===== src/rtl/alu_ex_pipe.sv =====
// Execute stage: single-cycle ALU/branch/address ops, multi-cycle signed multiply,
// valid/ready handshake to MEM and a sticky HALT.
module alu_ex_pipe #(
  parameter int unsigned XLEN       = 32,
  parameter int unsigned REGA       = 5,
  parameter int unsigned MUL_CYCLES = 4,
  parameter int unsigned ADDR_SHIFT = 2
) (
  input  logic            clk,
  input  logic            reset,
  input  logic            in_valid,
  output logic            in_ready,
  input  logic [5:0]      op,
  input  logic [XLEN-1:0] rs,
  input  logic [XLEN-1:0] rt,
  input  logic [XLEN-1:0] imm,
  input  logic [XLEN-1:0] pc4,
  input  logic            mem_read_in,
  input  logic            mem_to_reg_in,
  input  logic            mem_write_in,
  input  logic [REGA-1:0] rd_addr_in,
  output logic            out_valid,
  input  logic            out_ready,
  output logic [XLEN-1:0] rd_val,
  output logic [XLEN-1:0] mem_addr,
  output logic [XLEN-1:0] next_pc,
  output logic            branch_taken,
  output logic            ovf,
  output logic            mem_read_out,
  output logic            mem_to_reg_out,
  output logic            mem_write_out,
  output logic [REGA-1:0] rd_addr_out,
  output logic            busy,
  output logic            halted
);

  localparam int unsigned CNT_W = (MUL_CYCLES > 1) ? $clog2(MUL_CYCLES) : 1;

  localparam logic [5:0] OP_ADD  = 6'h00, OP_ADDI = 6'h01, OP_SUB  = 6'h02, OP_SUBI = 6'h03;
  localparam logic [5:0] OP_MUL  = 6'h04, OP_MULI = 6'h05, OP_OR   = 6'h06, OP_ORI  = 6'h07;
  localparam logic [5:0] OP_AND  = 6'h08, OP_ANDI = 6'h09, OP_XOR  = 6'h0A, OP_XORI = 6'h0B;
  localparam logic [5:0] OP_LDW  = 6'h0C, OP_STW  = 6'h0D, OP_BZ   = 6'h0E, OP_BEQ  = 6'h0F;
  localparam logic [5:0] OP_JR   = 6'h10, OP_HALT = 6'h11;

  typedef enum logic [1:0] {S_IDLE, S_MUL, S_DONE} state_t;

  state_t            r_state, w_state_nxt;
  logic [CNT_W-1:0]  r_cnt;
  logic [XLEN-1:0]   r_mul_a, r_mul_b, r_mul_pc4;
  logic              r_mul_mr, r_mul_mtr, r_mul_mw;
  logic [REGA-1:0]   r_mul_rd;

  logic              w_accept, w_is_mul, w_out_free, w_done;
  logic [XLEN-1:0]   w_opb, w_sum, w_diff, w_addr, w_br_tgt;
  logic [XLEN-1:0]   w_rd_val, w_mem_addr, w_next_pc;
  logic              w_taken, w_ovf, w_mul_ovf;
  logic [2*XLEN-1:0] w_mul_a_x, w_mul_b_x, w_prod;

  assign w_out_free = !out_valid || out_ready;
  assign in_ready   = !halted && (r_state == S_IDLE) && w_out_free;
  assign busy       = (r_state != S_IDLE);
  assign w_accept   = in_valid && in_ready;
  assign w_is_mul   = (op == OP_MUL) || (op == OP_MULI);

  // Odd opcodes in the 00..0B range take imm as the second operand.
  assign w_opb    = op[0] ? imm : rt;
  assign w_sum    = rs + w_opb;
  assign w_diff   = rs - w_opb;
  assign w_addr   = $unsigned($signed(rs) >>> ADDR_SHIFT) + $unsigned($signed(imm) >>> ADDR_SHIFT);
  assign w_br_tgt = pc4 + {imm[XLEN-3:0], 2'b00};

  assign w_mul_a_x = {{XLEN{r_mul_a[XLEN-1]}}, r_mul_a};
  assign w_mul_b_x = {{XLEN{r_mul_b[XLEN-1]}}, r_mul_b};
  assign w_prod    = w_mul_a_x * w_mul_b_x;
  assign w_mul_ovf = (w_prod[2*XLEN-1:XLEN] != {XLEN{w_prod[XLEN-1]}});

  always_comb begin
    w_rd_val   = '0;
    w_mem_addr = '0;
    w_next_pc  = pc4;
    w_taken    = 1'b0;
    w_ovf      = 1'b0;
    case (op)
      OP_ADD, OP_ADDI: begin
        w_rd_val = w_sum;
        w_ovf    = (rs[XLEN-1] == w_opb[XLEN-1]) && (w_sum[XLEN-1] != rs[XLEN-1]);
      end
      OP_SUB, OP_SUBI: begin
        w_rd_val = w_diff;
        w_ovf    = (rs[XLEN-1] != w_opb[XLEN-1]) && (w_diff[XLEN-1] != rs[XLEN-1]);
      end
      OP_OR,  OP_ORI:  w_rd_val = rs | w_opb;
      OP_AND, OP_ANDI: w_rd_val = rs & w_opb;
      OP_XOR, OP_XORI: w_rd_val = rs ^ w_opb;
      OP_LDW: w_mem_addr = w_addr;
      OP_STW: begin
        w_mem_addr = w_addr;
        w_rd_val   = rt;
      end
      OP_BZ: if (rs == '0) begin
        w_taken   = 1'b1;
        w_next_pc = w_br_tgt;
      end
      OP_BEQ: if (rs == rt) begin
        w_taken   = 1'b1;
        w_next_pc = w_br_tgt;
      end
      OP_JR: begin
        w_taken   = 1'b1;
        w_next_pc = rs;
      end
      default: ;
    endcase
  end

  // Multiplier sequencing: busy spans MUL_CYCLES cycles including DONE.
  always_comb begin
    w_state_nxt = r_state;
    w_done      = 1'b0;
    case (r_state)
      S_IDLE: if (w_accept && w_is_mul) w_state_nxt = (MUL_CYCLES <= 1) ? S_DONE : S_MUL;
      S_MUL:  if (r_cnt == CNT_W'(1)) w_state_nxt = S_DONE;
      S_DONE: if (w_out_free) begin
        w_state_nxt = S_IDLE;
        w_done      = 1'b1;
      end
      default: w_state_nxt = S_IDLE;
    endcase
  end

  always_ff @(posedge clk) begin
    if (reset) begin
      r_state   <= S_IDLE;
      r_cnt     <= '0;
      r_mul_a   <= '0;
      r_mul_b   <= '0;
      r_mul_pc4 <= '0;
      r_mul_mr  <= 1'b0;
      r_mul_mtr <= 1'b0;
      r_mul_mw  <= 1'b0;
      r_mul_rd  <= '0;
    end else begin
      r_state <= w_state_nxt;
      if (w_accept && w_is_mul) begin
        r_cnt     <= CNT_W'(MUL_CYCLES - 1);
        r_mul_a   <= rs;
        r_mul_b   <= w_opb;
        r_mul_pc4 <= pc4;
        r_mul_mr  <= mem_read_in;
        r_mul_mtr <= mem_to_reg_in;
        r_mul_mw  <= mem_write_in;
        r_mul_rd  <= rd_addr_in;
      end else if (r_state == S_MUL) begin
        r_cnt <= r_cnt - CNT_W'(1);
      end
    end
  end

  // Result registers: written only on completion, otherwise held until consumed.
  always_ff @(posedge clk) begin
    if (reset) begin
      out_valid      <= 1'b0;
      rd_val         <= '0;
      mem_addr       <= '0;
      next_pc        <= '0;
      branch_taken   <= 1'b0;
      ovf            <= 1'b0;
      mem_read_out   <= 1'b0;
      mem_to_reg_out <= 1'b0;
      mem_write_out  <= 1'b0;
      rd_addr_out    <= '0;
      halted         <= 1'b0;
    end else if (w_accept && !w_is_mul) begin
      out_valid      <= 1'b1;
      rd_val         <= w_rd_val;
      mem_addr       <= w_mem_addr;
      next_pc        <= w_next_pc;
      branch_taken   <= w_taken;
      ovf            <= w_ovf;
      mem_read_out   <= mem_read_in;
      mem_to_reg_out <= mem_to_reg_in;
      mem_write_out  <= mem_write_in;
      rd_addr_out    <= rd_addr_in;
      if (op == OP_HALT) halted <= 1'b1;
    end else if (w_done) begin
      out_valid      <= 1'b1;
      rd_val         <= w_prod[XLEN-1:0];
      mem_addr       <= '0;
      next_pc        <= r_mul_pc4;
      branch_taken   <= 1'b0;
      ovf            <= w_mul_ovf;
      mem_read_out   <= r_mul_mr;
      mem_to_reg_out <= r_mul_mtr;
      mem_write_out  <= r_mul_mw;
      rd_addr_out    <= r_mul_rd;
    end else if (out_ready) begin
      out_valid <= 1'b0;
    end
  end

endmodule

===== config.mk =====
export PLATFORM = sky130hd
export DESIGN_NAME = alu_ex_pipe
export DESIGN_NICKNAME = d
export VERILOG_FILES = /design/src/rtl/alu_ex_pipe.sv
export SDC_FILE = /design/constraint.sdc
export NUM_CORES = 2
export LEC_CHECK = 0
export CAP_MARGIN = 20
export CORE_AREA = 4 4 346 348
export CTS_CLUSTER_SIZE = 40
export DETAILED_ROUTE_END_ITERATION = 8
export DIE_AREA = 0 0 350 352
export PLACE_DENSITY = 0.74
export SLEW_MARGIN = 10
export SYNTH_ARGS = -nofsm -noshare
export SYNTH_HDL_FRONTEND = slang
export SYNTH_SLANG_ARGS = --single-unit

===== constraint.sdc =====
create_clock -name clk -period 10.2 [get_ports clk]
set_clock_uncertainty 0.1 [all_clocks]
set_input_delay 2.55 -clock clk [delete_from_list [all_inputs] [get_ports clk]]
set_output_delay 2.55 -clock clk [all_outputs]
set_load 0.01 [all_outputs]

# == Word level (Yosys, flattened, before mapping) ==
# Cells that the tools add are included.
# W data, S select, Z words.
# classes
n_eq_ne,29
add_sub_neg,5
multipliers,1
n_mux,39
bitwise_logic,3
n_reduce_logical,27
# ops
cell,count
$mux W32,10
$pmux W32 S6,1
$pmux W32 S3,1
$add A32 B32 Y32,2
$mul A32 B32 Y64,1
$eq A6 B4 Y1 const B,8
$and A32 B32 Y32,1
$eq A32 B32 Y1,1
$logic_not A32 Y1,1
$ne A32 B32 Y1,1
$or A32 B32 Y32,1
$sub A32 B32 Y32,1
$xor A32 B32 Y32,1
$add A30 B30 Y31,1
$eq A6 B3 Y1 const B,4
$mux W1,17
$eq A6 B2 Y1 const B,2
$eq A6 B5 Y1 const B,2
$reduce_or A2 Y1,6
$mux W2,5
$mux W5,2
$logic_and A1 B1 Y1,7
$eq A6 B1 Y1 const B,1
$logic_not A6 Y1,1
other kinds (17),26
# totals
out_inout_bits,110
ff_bits,216

# == Logic depth before layout (Yosys ltp) ==
# logic_depth
word_depth,7
ltp_mapped,34

# == Least setup slack after synthesis ==
# Ideal clock, no wire load.
# synth_timing
path_type,reg-to-reg
from,reg r_mul_a[31]
to,reg ovf
t_arrival_ns,8.342
path_buffers,1
setup_time_ns,0.116
path_stages_with_launch,29
setup_slack_ns,1.643
path_cell_list,dfxtp_1 -> clkbuf_1 -> nand2_1 -> inv_1 -> fa_1 -> inv_1 -> fa_1 -> inv_1 -> fa_1 -> fa_1 -> inv_1 -> fa_1 -> fa_1 -> fa_1 -> fa_1 -> inv_1 -> ha_1 -> a21o_1 -> a21o_1 -> a21o_1 -> a21o_1 -> a21boi_1 -> o21ai_0 -> a211oi_2 -> xnor2_1 -> mux2_4 -> a2111oi_2 -> nand4_1 -> and3b_1
# synth_between
elab_chain_len,4
# synth_rtl
item,line_no,source
from (decl),49,"logic [XLEN-1:0] r_mul_a, r_mul_b, r_mul_pc4;"
from (signal assigned),146,r_mul_a <= rs;
$mul A32 B32 Y64,74,assign w_prod = w_mul_a_x * w_mul_b_x;
$ne A32 B32 Y1,75,assign w_mul_ovf = (w_prod[2*XLEN-1:XLEN] != {XLEN{w_prod[XLEN-1]}});
$mux W1,185,end else if (w_done) begin
$mux W1,173,end else if (w_accept && !w_is_mul) begin
to (signal assigned),179,ovf <= w_ovf;
to (signal assigned),191,ovf <= w_mul_ovf;
to (decl),28,"output logic ovf,"
# Every way passes these cells. The select of a mux whose other input is x is not followed.
# A chain may end at the register's enable or synchronous reset.

# == Final worst setup path ==
# layout_timing
from,reg r_mul_a[7]
to,reg ovf
# The elaborated chain is that of the path after synthesis.

==> metrics.txt <==
clock buffer depth=3; Tot Pwr=2860 uW; fin worst setup slack=0.846 ns; max_slew headroom=25.1%; Cell Int Power=1860 uW; H-tree Lvls=1; # resized after CTS=0; clk_lat worst skew=0.59 ns; post-synthesis sequential area ratio=8.24%; combinational share of power=31.1%; Area contributors post-synth=fa_1 (42%), dfxtp_1 (8.2%), ha_1 (8.1%); Critical Path Fanout Max=26; layout net count=7587; Leakage Power=0.0221 uW; most instantiated cells after synthesis=fa_1 (1086), inv_1 (886), nand2_1 (852); Most common cell on crit path=fa_1; Post-DP Area=56600 um^2; first-pass GRT wire length=265000 um; Setup TNS=0 ns; Mapped Cells=5931; area leader, netlist=fa_1; I/O Pins=256; Buf/Inv on CP=4; count leader, synth=fa_1; vias in the first global route=46400; PD cells=49.7 nW/um^2; Slew @ Worst Pin=1.12 ns; net switching power=1000 uW; CTS sink count=215; fmax=107 MHz; Die ar.=123000 um^2; Worst path top cell family by delay=adder cells; final slew viol count=0; Mean Syn Cell Area=8.81 um^2; fillers=10800; Initial Util=45.0%; Clock power frac=37.3%; hold_buf cts=0; Die X=350 um; Main synth FF type=dfxtp_1; Final GP Congestion=0.987; fin crit period=9.35 ns; GR Util All Layers=27.3%; WP data required=10.57 ns; TritonCTS clock tree=built; Flop pwr share=31.6%; Detail Route Antenna Nets=0; Syn. warnings=0; worst slack at placement=0.989 ns; Post-Syn Area=52300 um^2; RSZ-0062 raised after global routing=no; DR iter-0 viols=3749; iteration count of the initial detailed-routing pass=6; WL/cell=22.1 um; Worst EP arrival=9.72 ns; via count=43300; Tcrit/Tclk final=91.7%; Sw Share=35.1%; Post-Syn Nets=7503; core area=116000 um^2; initial antenna violation count=13; Row Count=125; CP Class=reg2reg; DRC Markers=0; endpoints failing setup=0; largest net degree at the start of global routing=100; clk root buf=clkbuf_16; I/O Buffers=255; FFs w/ async S/R, synth=0%; Vias/cell=5.72; drt total wl=167000 um; Unique masters post-synth=94; Die H=352 um; Hold Crit Class=reg2reg; CP peak stage delay=1.05 ns; postcts setup bufs=0; EDFF count, synth=0; gr ovfl total=0; detailed placer's ending HPWL=136000 um; crit start category=register; slowest CP cell=dfxtp_1; FF+latch count, synth=215; post-synth top area share=41.6%; clock-pin slew on the worst setup and hold paths=0.06 ns; final instance area=57600 um^2; hold slack=0.355 ns; Peak supply drop=0.120 mV; Worst Setup End Kind=register; Synth-to-Final Area Change=10.2%; layout cell share with drive strength beyond 1=4.21%; status=complete, no violations; Final Hold Fails=0; TritonCTS Buffers=28; number of max-cap violations=0
## state kept, by name (all words and copies together), names as in the netlist, 2 cells and up
register,count
r_cnt,2
r_state,2
r_mul_b,32
rd_val,32
mem_addr,31
r_mul_rd,5
r_mul_a,32
rd_addr_out,5
r_mul_pc4,32
next_pc,32
## layout make-up
class	instances	area, um^2	area share (%)
clock buffers	40	787	1.37
well taps	1524	1910	3.31
diodes	7	17.5	0.0304
multi-input cells	4481	43400	75.3
flip-flops and latches	215	4310	7.48
repair buffers	400	3690	6.41
inverters	889	3340	5.79
clock inverters	11	166	0.289
## worst min-delay path, stage by stage, from the launching register on
cell and delay, ns:
dfxtp_1 0.31, nand2_1 0.05, a21oi_1 0.05
## power groups by stage
stage | Sequential [uW] | Clock [uW] | Combinational [uW]
final | 904 | 1070 | 891
after global routing | 906 | 1110 | 954
after CTS | 904 | 1070 | 869
after detailed placement | 921 | 0 | 862
after global placement | 921 | 0 | 857
after floorplan | 912 | 0 | 513
## kinds of logic after synthesis
logic type,count (synthesis),synth area share [%]
adder cells (fa/ha/maj),1426,49.7
AO/OA/AOI/OAI,948,12.2
buffers and inverters,1235,8.91
AND/OR/NAND/NOR,1881,17.0
flip-flops,215,8.24
XOR/XNOR,177,2.97
multiplexers,49,0.958
## through the flow
| stage | util (%) | instances |
|---|---|---|
| 6_report | 49.6 | 7567 |
| 5_1_grt | 49.6 | 7564 |
| 4_1_cts | 49.5 | 7558 |
| 3_5_place_dp | 48.7 | 7507 |
| 3_3_place_gp | 48.7 | 7506 |
| 2_1_floorplan | - | 5931 |
## final timing paths
path                 start            end  slack [ns]  cells past startpoint
max             r_mul_a[7]            ovf        0.85                     26
min          r_mul_pc4[19]  r_mul_pc4[19]        0.35                      2
max reg2reg     r_mul_a[7]            ovf        0.85                     26
min reg2reg  r_mul_pc4[19]  r_mul_pc4[19]        0.35                      2
## placed cells by master (no fill, tap or decap), types with 9 or more instances in the layout
cell type        instances
a21oi_1                317
nor2b_1                 18
nand4_1                 29
o31ai_1                 14
and2_1                 449
and3_1                  23
o22ai_1                  9
o21ai_0                137
clkdlybuf4s50_1        253
a31oi_1                 23
a311oi_1                22
or3_1                   19
inv_1                  886
xnor2_1                131
a22oi_1                 39
nand2_1                850
mux2i_1                 44
buf_4                  141
nor4_1                  21
o21a_1                  26
a21o_1                  75
a211oi_1                69
nand2b_1                48
clkbuf_1                 9
o211ai_1                16
nand3_1                 37
a221oi_1                44
nor3_1                  66
a221o_1                 14
ha_1                   340
o21bai_1                32
clkbuf_16               29
xor2_1                  46
nor2_1                 275
fa_1                  1086
dfxtp_1                214
## layer usage
metal / vias to the layer above / global-route usage, % / share of wire (%)
met5: - / 0 / 0.025
met1: 22000 / 36.7 / 40
met2: 2023 / 43.7 / 46
met3: 349 / 6.07 / 9.6
li1: 18900 / - / -
met4: 8 / 9.27 / 3.9
(Power assumes the default switching activity.)
